==> config.mk <==
export PLATFORM = sky130hd
export DESIGN_NAME = oled_text_feeder_flat
export DESIGN_NICKNAME = d
export VERILOG_FILES = /design/src/rtl/oled_text_feeder_if.sv /design/src/rtl/oled_text_feeder.sv /design/src/flat_wrapper.sv
export SDC_FILE = /design/constraint.sdc
export NUM_CORES = 2
export LEC_CHECK = 0
export ABC_AREA = 1
export BUFFER_PORTS_ARGS = -buffer_cell sky130_fd_sc_hd__buf_2
export CORE_ASPECT_RATIO = 0.5
export CORE_MARGIN = 8
export CORE_UTILIZATION = 25
export DETAILED_ROUTE_END_ITERATION = 8
export PLACE_DENSITY = 0.45
export SYNTH_ARGS = -nofsm -noshare
export SYNTH_HDL_FRONTEND = slang
export SYNTH_SLANG_ARGS = --single-unit
==> constraint.sdc <==
create_clock -name CLK -period 3.52 [get_ports CLK]
set_input_delay 0.704 -clock CLK [delete_from_list [all_inputs] [get_ports CLK]]
set_output_delay 0.704 -clock CLK [all_outputs]
set_load 0.01 [all_outputs]
==> src/rtl/oled_text_feeder_if.sv <==
// Character stream handshake between a byte source and oled_text_feeder.
interface oled_text_feeder_if;
  logic       CHAR_VALID;
  logic [7:0] CHAR_DATA;
  logic       CHAR_READY;

  modport master (output CHAR_VALID, output CHAR_DATA, input CHAR_READY);
  modport slave  (input CHAR_VALID, input CHAR_DATA, output CHAR_READY);
endinterface

==> src/rtl/oled_text_feeder.sv <==
// ASCII stream to 4x16 text screen with cursor, control codes and scrolling; publishes
// snapshots to the PmodOLED driver through an EN/FIN refresh handshake.
module oled_text_feeder #(
  parameter logic [7:0]  BLANK_CHAR   = 8'h20,
  parameter int unsigned IDLE_REFRESH = 1000
) (
  input  logic                     CLK,
  input  logic                     RST,
  oled_text_feeder_if.slave        chr,
  input  logic                     FORCE_REFRESH,
  output logic [511:0]             DATA_STRING,
  output logic                     OLED_EN,
  input  logic                     OLED_FIN,
  output logic                     BUSY
);

  localparam int unsigned IdleW = $clog2(IDLE_REFRESH + 1);
  localparam logic [IdleW-1:0] IdleMax = IdleW'(IDLE_REFRESH);

  typedef enum logic {InAccept, InScroll} in_state_e;
  typedef enum logic [2:0] {RfIdle, RfSnap, RfEnHi, RfWaitFin, RfWaitLow} rf_state_e;

  in_state_e        in_state_q, in_state_d;
  rf_state_e        rf_state_q, rf_state_d;
  logic [511:0]     scr_q, scr_d;
  logic [511:0]     data_q, data_d;
  logic [1:0]       row_q, row_d;
  logic [3:0]       col_q, col_d;
  logic [IdleW-1:0] idle_q, idle_d;
  logic             dirty_q, dirty_d;
  logic             pend_q, pend_d;
  logic             en_q, en_d;

  logic             accept;
  logic             changed;
  logic [3:0]       col_m1;
  logic [8:0]       cur_lsb, bs_lsb;

  assign chr.CHAR_READY = RST && (in_state_q == InAccept);
  assign accept         = chr.CHAR_VALID && chr.CHAR_READY;
  assign col_m1         = col_q - 4'd1;
  // Bit offset of char (r,c) is 8*(63-(16r+c)), i.e. the inverted position times 8.
  assign cur_lsb        = {~row_q, ~col_q, 3'b000};
  assign bs_lsb         = {~row_q, ~col_m1, 3'b000};

  always_comb begin
    scr_d      = scr_q;
    row_d      = row_q;
    col_d      = col_q;
    in_state_d = in_state_q;
    changed    = 1'b0;
    if (in_state_q == InScroll) begin
      scr_d      = {scr_q[383:0], {16{BLANK_CHAR}}};
      row_d      = 2'd3;
      col_d      = 4'd0;
      in_state_d = InAccept;
      changed    = 1'b1;
    end else if (accept) begin
      if (chr.CHAR_DATA >= 8'h20 && chr.CHAR_DATA <= 8'h7E) begin
        scr_d[cur_lsb +: 8] = chr.CHAR_DATA;
        changed             = 1'b1;
        if (col_q == 4'd15) begin
          col_d = 4'd0;
          if (row_q == 2'd3) in_state_d = InScroll;
          else               row_d      = row_q + 2'd1;
        end else begin
          col_d = col_q + 4'd1;
        end
      end else begin
        case (chr.CHAR_DATA)
          8'h0A: begin
            col_d   = 4'd0;
            changed = 1'b1;
            if (row_q == 2'd3) in_state_d = InScroll;
            else               row_d      = row_q + 2'd1;
          end
          8'h0D: begin
            col_d   = 4'd0;
            changed = 1'b1;
          end
          8'h08: begin
            if (col_q != 4'd0) begin
              col_d              = col_m1;
              scr_d[bs_lsb +: 8] = BLANK_CHAR;
              changed            = 1'b1;
            end
          end
          8'h0C: begin
            scr_d   = {64{BLANK_CHAR}};
            row_d   = 2'd0;
            col_d   = 4'd0;
            changed = 1'b1;
          end
          default: ;
        endcase
      end
    end
  end

  always_comb begin
    rf_state_d = rf_state_q;
    data_d     = data_q;
    en_d       = en_q;
    pend_d     = pend_q;
    dirty_d    = dirty_q;
    unique case (rf_state_q)
      RfIdle: begin
        if (!OLED_FIN && ((dirty_q && idle_q == IdleMax) || pend_q)) rf_state_d = RfSnap;
      end
      RfSnap: begin
        data_d     = scr_q;
        dirty_d    = 1'b0;
        pend_d     = 1'b0;
        en_d       = 1'b1;
        rf_state_d = RfEnHi;
      end
      RfEnHi: rf_state_d = RfWaitFin;
      RfWaitFin: begin
        if (OLED_FIN) begin
          en_d       = 1'b0;
          rf_state_d = RfWaitLow;
        end
      end
      RfWaitLow: begin
        if (!OLED_FIN) rf_state_d = RfIdle;
      end
      default: rf_state_d = RfIdle;
    endcase
    // A write on the snapshot edge keeps the screen dirty for the next refresh.
    if (FORCE_REFRESH) pend_d  = 1'b1;
    if (changed)       dirty_d = 1'b1;
    if (accept)                idle_d = '0;
    else if (idle_q == IdleMax) idle_d = idle_q;
    else                        idle_d = idle_q + IdleW'(1);
  end

  always_ff @(posedge CLK) begin
    if (!RST) begin
      in_state_q <= InAccept;
      rf_state_q <= RfIdle;
      scr_q      <= {64{BLANK_CHAR}};
      data_q     <= {64{BLANK_CHAR}};
      row_q      <= 2'd0;
      col_q      <= 4'd0;
      idle_q     <= '0;
      dirty_q    <= 1'b1;
      pend_q     <= 1'b0;
      en_q       <= 1'b0;
    end else begin
      in_state_q <= in_state_d;
      rf_state_q <= rf_state_d;
      scr_q      <= scr_d;
      data_q     <= data_d;
      row_q      <= row_d;
      col_q      <= col_d;
      idle_q     <= idle_d;
      dirty_q    <= dirty_d;
      pend_q     <= pend_d;
      en_q       <= en_d;
    end
  end

  assign DATA_STRING = data_q;
  assign OLED_EN     = en_q;
  assign BUSY        = (rf_state_q != RfIdle);

endmodule
==> src/flat_wrapper.sv <==
// flat-port wrapper written by rule: the top's interface ports become plain ports
module oled_text_feeder_flat 
#(
  parameter logic [7:0]  BLANK_CHAR   = 8'h20,
  parameter int unsigned IDLE_REFRESH = 1000
)
  (CLK, RST, FORCE_REFRESH, DATA_STRING, OLED_EN, OLED_FIN, BUSY, chr_CHAR_VALID, chr_CHAR_DATA, chr_CHAR_READY);
  oled_text_feeder_if chr_i ();
  input  logic CLK;
  input  logic RST;
  input  logic FORCE_REFRESH;
  output logic [511:0] DATA_STRING;
  output logic OLED_EN;
  input  logic OLED_FIN;
  output logic BUSY;
  input wire logic [$bits(chr_i.CHAR_VALID)-1:0] chr_CHAR_VALID;
  input wire logic [$bits(chr_i.CHAR_DATA)-1:0] chr_CHAR_DATA;
  output wire logic [$bits(chr_i.CHAR_READY)-1:0] chr_CHAR_READY;
  assign chr_i.CHAR_VALID = chr_CHAR_VALID;
  assign chr_i.CHAR_DATA = chr_CHAR_DATA;
  assign chr_CHAR_READY = chr_i.CHAR_READY;
  oled_text_feeder #(.BLANK_CHAR(BLANK_CHAR), .IDLE_REFRESH(IDLE_REFRESH)) u_core (.CLK(CLK), .RST(RST), .chr(chr_i), .FORCE_REFRESH(FORCE_REFRESH), .DATA_STRING(DATA_STRING), .OLED_EN(OLED_EN), .OLED_FIN(OLED_FIN), .BUSY(BUSY));
endmodule
-- Yosys cells after proc, flatten, opt, wreduce, memory -nomap -nowiden
Index checks and enable logic that the tools add are counted.
- bits in registers: 1047
- bits in latches: 0
- memory bits (writable): 0
- memory bits (read-only): 0
- input port bits: 13
- output and inout bits: 515
- word-level logic and storage cells: 108
- memories kept: 0
- $add $sub $neg: 6
- multipliers: 0
- div/mod/pow operators: 0
- order comparisons: 2
- equality and inequality tests: 17
- shift-type cells: 4
- multiplexer cells: 34
- bitwise gates (word level): 6
- reductions and logical operators: 28
- operator list (cell ; number):
    512-bit two-way mux ; 4
    512-bit bitwise mux ; 2
    512-bit case mux with 2 select lines ; 1
    8-bit by 11-bit variable shift with 512-bit output (first input constant) ; 2
    8-bit by 11-bit variable part select with 512-bit output ; 1
    8-bit by 11-bit variable part select with 512-bit output (first input constant) ; 1
    8-bit by 4-bit equality test with 1-bit output (second input constant) ; 4
    9-bit negation with 11-bit output ; 2
    3-bit case mux with 5 select lines ; 1
    3-bit AND reduction ; 5
    4-bit two-way mux ; 3
    4-bit nonzero test ; 3
    1-bit two-way mux ; 11
    10-bit by 1-bit adder with 10-bit output (second input constant) ; 1
    10-bit equality test (second input constant) ; 1
    2-bit two-way mux ; 5
    3-bit two-way mux ; 3
    3-bit nonzero test ; 3
    8-bit by 6-bit >= comparator with 1-bit output (second input constant) ; 1
    8-bit by 7-bit <= comparator with 1-bit output (second input constant) ; 1
    4-bit inverter ; 2
    4-bit case mux with 2 select lines ; 1
    3-bit by 2-bit equality test with 1-bit output (second input constant) ; 2
    2-bit nonzero test ; 3
    23 further kinds ; 34

-- Depth between registers and ports, before layout
- word-level depth: 10
- gate-level depth with buffers: 18
- gate-level depth less buffers: 17

-- Least setup slack after synthesis
Ideal clock, no wire load.
- kind: register -> register
- from: register u_core.col_q[0]
- to: register u_core.scr_q[133]
- library setup time: 0.115 ns
- arrival: 2.444 ns
- data required time: 3.405 ns
- setup slack: 0.962 ns
- cell stages (with the launch flop): 18
- buffers on the path: 3
- clock period less this slack: 2.558 ns
- path through: dfxtp_1 -> inv_2 -> ha_1 -> buf_2 -> nor2_1 -> nand3_1 -> inv_1 -> nand2_2 -> nand2_1 -> nand3_1 -> inv_2 -> buf_2 -> buf_4 -> nand3_1 -> nand2_1 -> nand2_2 -> a21oi_1 -> nand2_1
- cells in the longest elaborated chain, start to end: 10
- elaborated cells on any way between the ends: 19
- those cells by class: 3 x add/sub; 1 x eq/ne; 4 x shift; 7 x mux; 2 x bitwise; 2 x reduce/logical
- RTL lines (item ; RTL line ; source):
    start: declaration ; oled_text_feeder.sv:28 ; logic [3:0] col_q, col_d;
    start signal: assignment ; oled_text_feeder.sv:155 ; col_q <= col_d;
    4-bit by 1-bit subtractor with 4-bit output ; oled_text_feeder.sv:41 ; assign col_m1 = col_q - 4'd1;
    4-bit inverter ; oled_text_feeder.sv:44 ; assign bs_lsb = {~row_q, ~col_m1, 3'b000};
    9-bit negation with 11-bit output ; oled_text_feeder.sv:84 ; scr_d[bs_lsb +: 8] = BLANK_CHAR;
    8-bit by 11-bit variable part select with 512-bit output / 8-bit by 11-bit variable shift with 512-bit output (equally long branches) ; oled_text_feeder.sv:84 ;
    512-bit bitwise mux ; oled_text_feeder.sv:84 ;
    512-bit two-way mux ; oled_text_feeder.sv:82 ; if (col_q != 4'd0) begin
    512-bit case mux with 2 select lines ; oled_text_feeder.sv:70 ; case (chr.CHAR_DATA)
    512-bit two-way mux ; oled_text_feeder.sv:59 ; if (chr.CHAR_DATA >= 8'h20 && chr.CHAR_DATA <= 8'h7E) begin
    512-bit two-way mux ; oled_text_feeder.sv:58 ; end else if (accept) begin
    512-bit two-way mux ; oled_text_feeder.sv:52 ; if (in_state_q == InScroll) begin
    end signal: assignment ; oled_text_feeder.sv:141 ; scr_q <= {64{BLANK_CHAR}};
    end signal: assignment ; oled_text_feeder.sv:152 ; scr_q <= scr_d;
    end: declaration ; oled_text_feeder.sv:25 ; logic [511:0] scr_q, scr_d;
Parallel ways exist; a longest one is shown, timed or not. The select of a mux whose other input is x is not followed.
A chain may end at the register's enable or synchronous reset.

-- Final worst setup path
- from: register u_core.col_q[1]
- to: register u_core.scr_q[427]
Same word-level chain as after synthesis.

==> results.md <==
- Overall Global Routing Usage: 0.2011
- Post-cts hold buffer count: 0
- Register area share after synthesis: 0.4905
- Final HPWL DP: 143.9 mm
- Outcome: finished with violations
- Failing checks: setup timing
- GRT met3 Usage: 0.04696
- I/O pin cnt: 528
- Period utilization: 1.012
- Share of layout cells above drive strength 1: 0.1484
- Part of the total power dissipated in combinational logic: 0.184
- Total Die Area: 0.1852 mm²
- CP startpoint kind: register
- Time the worst path needs with I/O delays and setup: 3.561 ns
- Normalized max-slew margin: 0.3864
- Floorplan die height: 308.3 µm
- Maximum level of the CTS H-tree: 3
- Kind of critical path: register to register
- Post-synthesis net count: 6073
- Leak pwr: 22.75 nW
- DIE WIDTH: 600.7 µm
- Fmax: 0.2808 GHz
- Post-synthesis mux area share: 0
- Number of sinks handled by clock tree synthesis: 1047
- Dominant combinational cell family by area after synthesis: simple AND/OR/NAND/NOR gates
- Worst min path class: primary input to register
- Switching share of power: 0.3177
- Area share of and/or/nand/nor cells after synthesis: 0.2877
- Starting DRC count in detailed routing: 4079
- CTS clk-pin slew, worst paths: 0.07 ns
- Number of register bits inferred by synthesis: 1047
- Number of buffers on the longest clock path: 3
- Library cell used as clock root buffer: sky130_fd_sc_hd__clkbuf_16
- Count of distinct cell types in the synthesized netlist: 43
- Hold violation total from the final report: 0
- Overall power after layout: 30.98 mW
- Max-cap violations: 0
- Post-synthesis adder-cell area fraction: 0.002342
- Vias in the first global route: 40866
- CP arrival: 4.19 ns
- TritonCTS buffer count: 105
- Remaining global-route overflow: 0
- Final ANT Viol Nets: 0
- Final standard cell count with taps included and fillers excluded: 8836
- Post-placement cell count: 8644
- Internal Power: 21.14 mW
- Setup clock skew after layout: 0.01726 ns
- Post-Route WL: 195.6 mm
- Met1 global-route usage: 0.2466
- Ratio of routed vias to standard cells: 4.809
- CTS tree: done
- Worst vdd ir: 0.4007 mV
- Synthesized netlist cell count: 6052
- Post-synthesis instance area: 0.04273 mm²
- Setup violators final: 2
- Avg Cell Area, Syn: 7.061 µm²
- FILL cells: 19070
- Relative contribution of the clock network to total power: 0.378
- Largest net degree at the start of global routing: 183
- Area used by sequential logic in the layout: 0.02096 mm²
- Pwr dens: 599.6 mW/mm²
- Synthesis-to-finish area growth: 20.92%
- Area of the multi-input gates: 0.01948 mm²
- Core area: 0.1700 mm²
- Pre-CTS setup slack: -0.1631 ns
- Slack of the critical path: -0.04129 ns
- Port Buffers: 527
- Total of warnings raised by yosys: 0
- Slew at the pin closest to its max-slew limit: 0.9134 ns
- Post-synthesis share of cell area spent on xor and xnor gates: 0.0004099
- Unrepaired setup endpoints after global routing: false
- Number of iterations in the first detailed-routing pass: 6
- Sequential share of power: 0.438
- Number of DRC violations after detailed routing: 0
- First-pass GRT wire length: 282.1 mm
- Maximum fanout along the worst path: 18
- Number of antenna violations at the first check in global routing: 7
- Fraction of the mapped netlist area in compound gates: 0.1644
- Overall via count from detail_route: 42490
- Average wire length per cell after detail routing: 22.14 µm
- Worst-skew pair later-pin latency: 0.72 ns
- Routability congestion estimate from global placement: 0.9352
- Net switching power: 9.842 mW
- Starting utilization of the core area: 0.2513
- Layer carrying the most global-route usage: met2
- # nets final: 6483
- CP endpoint kind: register
- Met2 capacity usage during global routing: 0.3429
- Endpoint required time on the critical path: 4.15 ns
- Cell row count: 107
- Max-slew violation total from the final report: 0
[Yosys cell counts, drive strengths merged]
cell type,count,area share
nand2,1458,0.13
nor2,1295,0.12
dfxtp,1047,0.49
o21ai,590,0.069
a21oi,582,0.068
clkbuf,292,0.026
nand3,244,0.029
inv,215,0.019
a22oi,114,0.020
buf,78,0.0097
nor3,49,0.0069
nand4,24,0.0037
o211ai,16,0.0028
ha,8,0.0023
a32oi,7,0.0014
or2,7,0.0010
o31ai,6,0.0011
clkinv,5,0.00044
a31oi,3,0.00044
o21a,3,0.00053
xor2,2,0.00041
a211oi,1,0.00018
a21o,1,0.00018
nand3b,1,0.00018
nor3b,1,0.00018
nor4,1,0.00015
o2111ai,1,0.00020
o211a,1,0.00023
[worst max-delay path: stages, from the launching register on]
cell,delay [ns]
sky130_fd_sc_hd__dfxtp_1,0.48
sky130_fd_sc_hd__ha_1,0.28
sky130_fd_sc_hd__nand2_1,0.12
sky130_fd_sc_hd__inv_2,0.10
sky130_fd_sc_hd__nor2_2,0.07
sky130_fd_sc_hd__buf_4,0.23
sky130_fd_sc_hd__nor2_1,0.34
sky130_fd_sc_hd__inv_1,0.19
sky130_fd_sc_hd__nor2_1,0.58
sky130_fd_sc_hd__nand2_1,0.51
sky130_fd_sc_hd__inv_1,0.24
sky130_fd_sc_hd__a22oi_1,0.12
sky130_fd_sc_hd__a21oi_1,0.17
[routing by layer]
layer,part of all wire,up-vias
li1,-,20529
met1,0.41,20404
met2,0.47,1265
met3,0.071,292
met4,0.043,0
met5,0,-
[flip-flops by register name, summed over array words and instances, names as in the netlist]
signal	count
u_core.rf_state_q	3
u_core.dirty_q	1
u_core.in_state_q	1
u_core.idle_q	10
u_core.col_q	4
u_core.row_q	2
u_core.OLED_EN	1
u_core.scr_q	512
u_core.pend_q	1
u_core.DATA_STRING	512
[power groups by stage]
stage | Sequential, mW | Combinational, mW | Clock (mW)
2_1_floorplan | 14.2 | 2.39 | 0
3_3_place_gp | 13.8 | 5.84 | 0
3_5_place_dp | 13.8 | 5.83 | 0
4_1_cts | 13.6 | 5.85 | 12.0
5_1_grt | 13.7 | 6.26 | 12.4
6_report | 13.6 | 5.71 | 11.7
[layout by cell type (no fill, tap or decap), types with 7 or more instances in the layout]
| cell type | instances |
|---|---|
| sky130_fd_sc_hd__o211ai_1 | 16 |
| sky130_fd_sc_hd__nand2_1 | 1419 |
| sky130_fd_sc_hd__nand3_1 | 237 |
| sky130_fd_sc_hd__clkbuf_8 | 19 |
| sky130_fd_sc_hd__clkinv_2 | 29 |
| sky130_fd_sc_hd__o21ai_0 | 583 |
| sky130_fd_sc_hd__dfxtp_1 | 1046 |
| sky130_fd_sc_hd__nand2_2 | 37 |
| sky130_fd_sc_hd__nor2_1 | 1261 |
| sky130_fd_sc_hd__clkbuf_1 | 17 |
| sky130_fd_sc_hd__a22oi_1 | 114 |
| sky130_fd_sc_hd__nand4_1 | 23 |
| sky130_fd_sc_hd__o21ai_1 | 7 |
| sky130_fd_sc_hd__nand3_2 | 7 |
| sky130_fd_sc_hd__buf_4 | 124 |
| sky130_fd_sc_hd__nor2_2 | 28 |
| sky130_fd_sc_hd__nor3_2 | 8 |
| sky130_fd_sc_hd__inv_2 | 31 |
| sky130_fd_sc_hd__clkbuf_16 | 107 |
| sky130_fd_sc_hd__buf_2 | 526 |
| sky130_fd_sc_hd__a32oi_1 | 7 |
| sky130_fd_sc_hd__ha_1 | 8 |
| sky130_fd_sc_hd__bufinv_16 | 8 |
| sky130_fd_sc_hd__buf_12 | 22 |
| sky130_fd_sc_hd__inv_1 | 183 |
| sky130_fd_sc_hd__a21oi_1 | 581 |
| sky130_fd_sc_hd__nor3_1 | 40 |
[cell type report]
cell class,instances,share of cell area
inverters,220,0.01627
repair buffers,673,0.07777
well taps,2289,0.05542
clock inverters,47,0.009588
multi-input cells,4415,0.3770
flip-flops and latches,1047,0.4057
diodes,2,0.00009685
clock buffers,143,0.05811
[worst paths after layout]
kind                                  end  depth (start not counted)               startpoint  slack [ns]
setup / recovery        u_core.scr_q[427]                         12          u_core.col_q[1]       -0.04
hold / removal              u_core.pend_q                          3            FORCE_REFRESH        0.27
setup reg to reg        u_core.scr_q[427]                         12          u_core.col_q[1]       -0.04
hold reg to reg   u_core.DATA_STRING[485]                          2  u_core.DATA_STRING[485]        0.46
[repair_timing]
action                     4_1_cts  5_1_grt
setup buffers                    0        0
setup endpoints to repair        0        9
hold endpoints to repair         0        0
gates resized for setup          0        2
[cells by family (layout without fill, tap and decap cells)]
group           Yosys count  in the layout
flops                  1047           1047
compound gates         1325           1325
simple gates           3080           3080
fa+ha+maj                 8              8
other cells               0              2
xor+xnor                  2              2
buf+inv                 590           1083
[stage by stage]
| stage | instance area (µm²) | util | hold WS [ns] | setup TNS (ns) |
|---|---|---|---|---|
| 4_1_cts | 51660 | 0.3038 | 0.2473 | 0 |
| 2_1_floorplan | 42730 | - | 0.4314 | 0 |
| 6_report | 51670 | 0.3039 | 0.2711 | -0.04772 |
| 5_1_grt | 51670 | 0.3039 | 0.2526 | 0 |
| 3_3_place_gp | 48160 | 0.2833 | 0.4391 | -0.3122 |
| 3_5_place_dp | 48160 | 0.2833 | 0.4407 | -0.5579 |
Note: power is estimated with default switching activity, not from simulation.
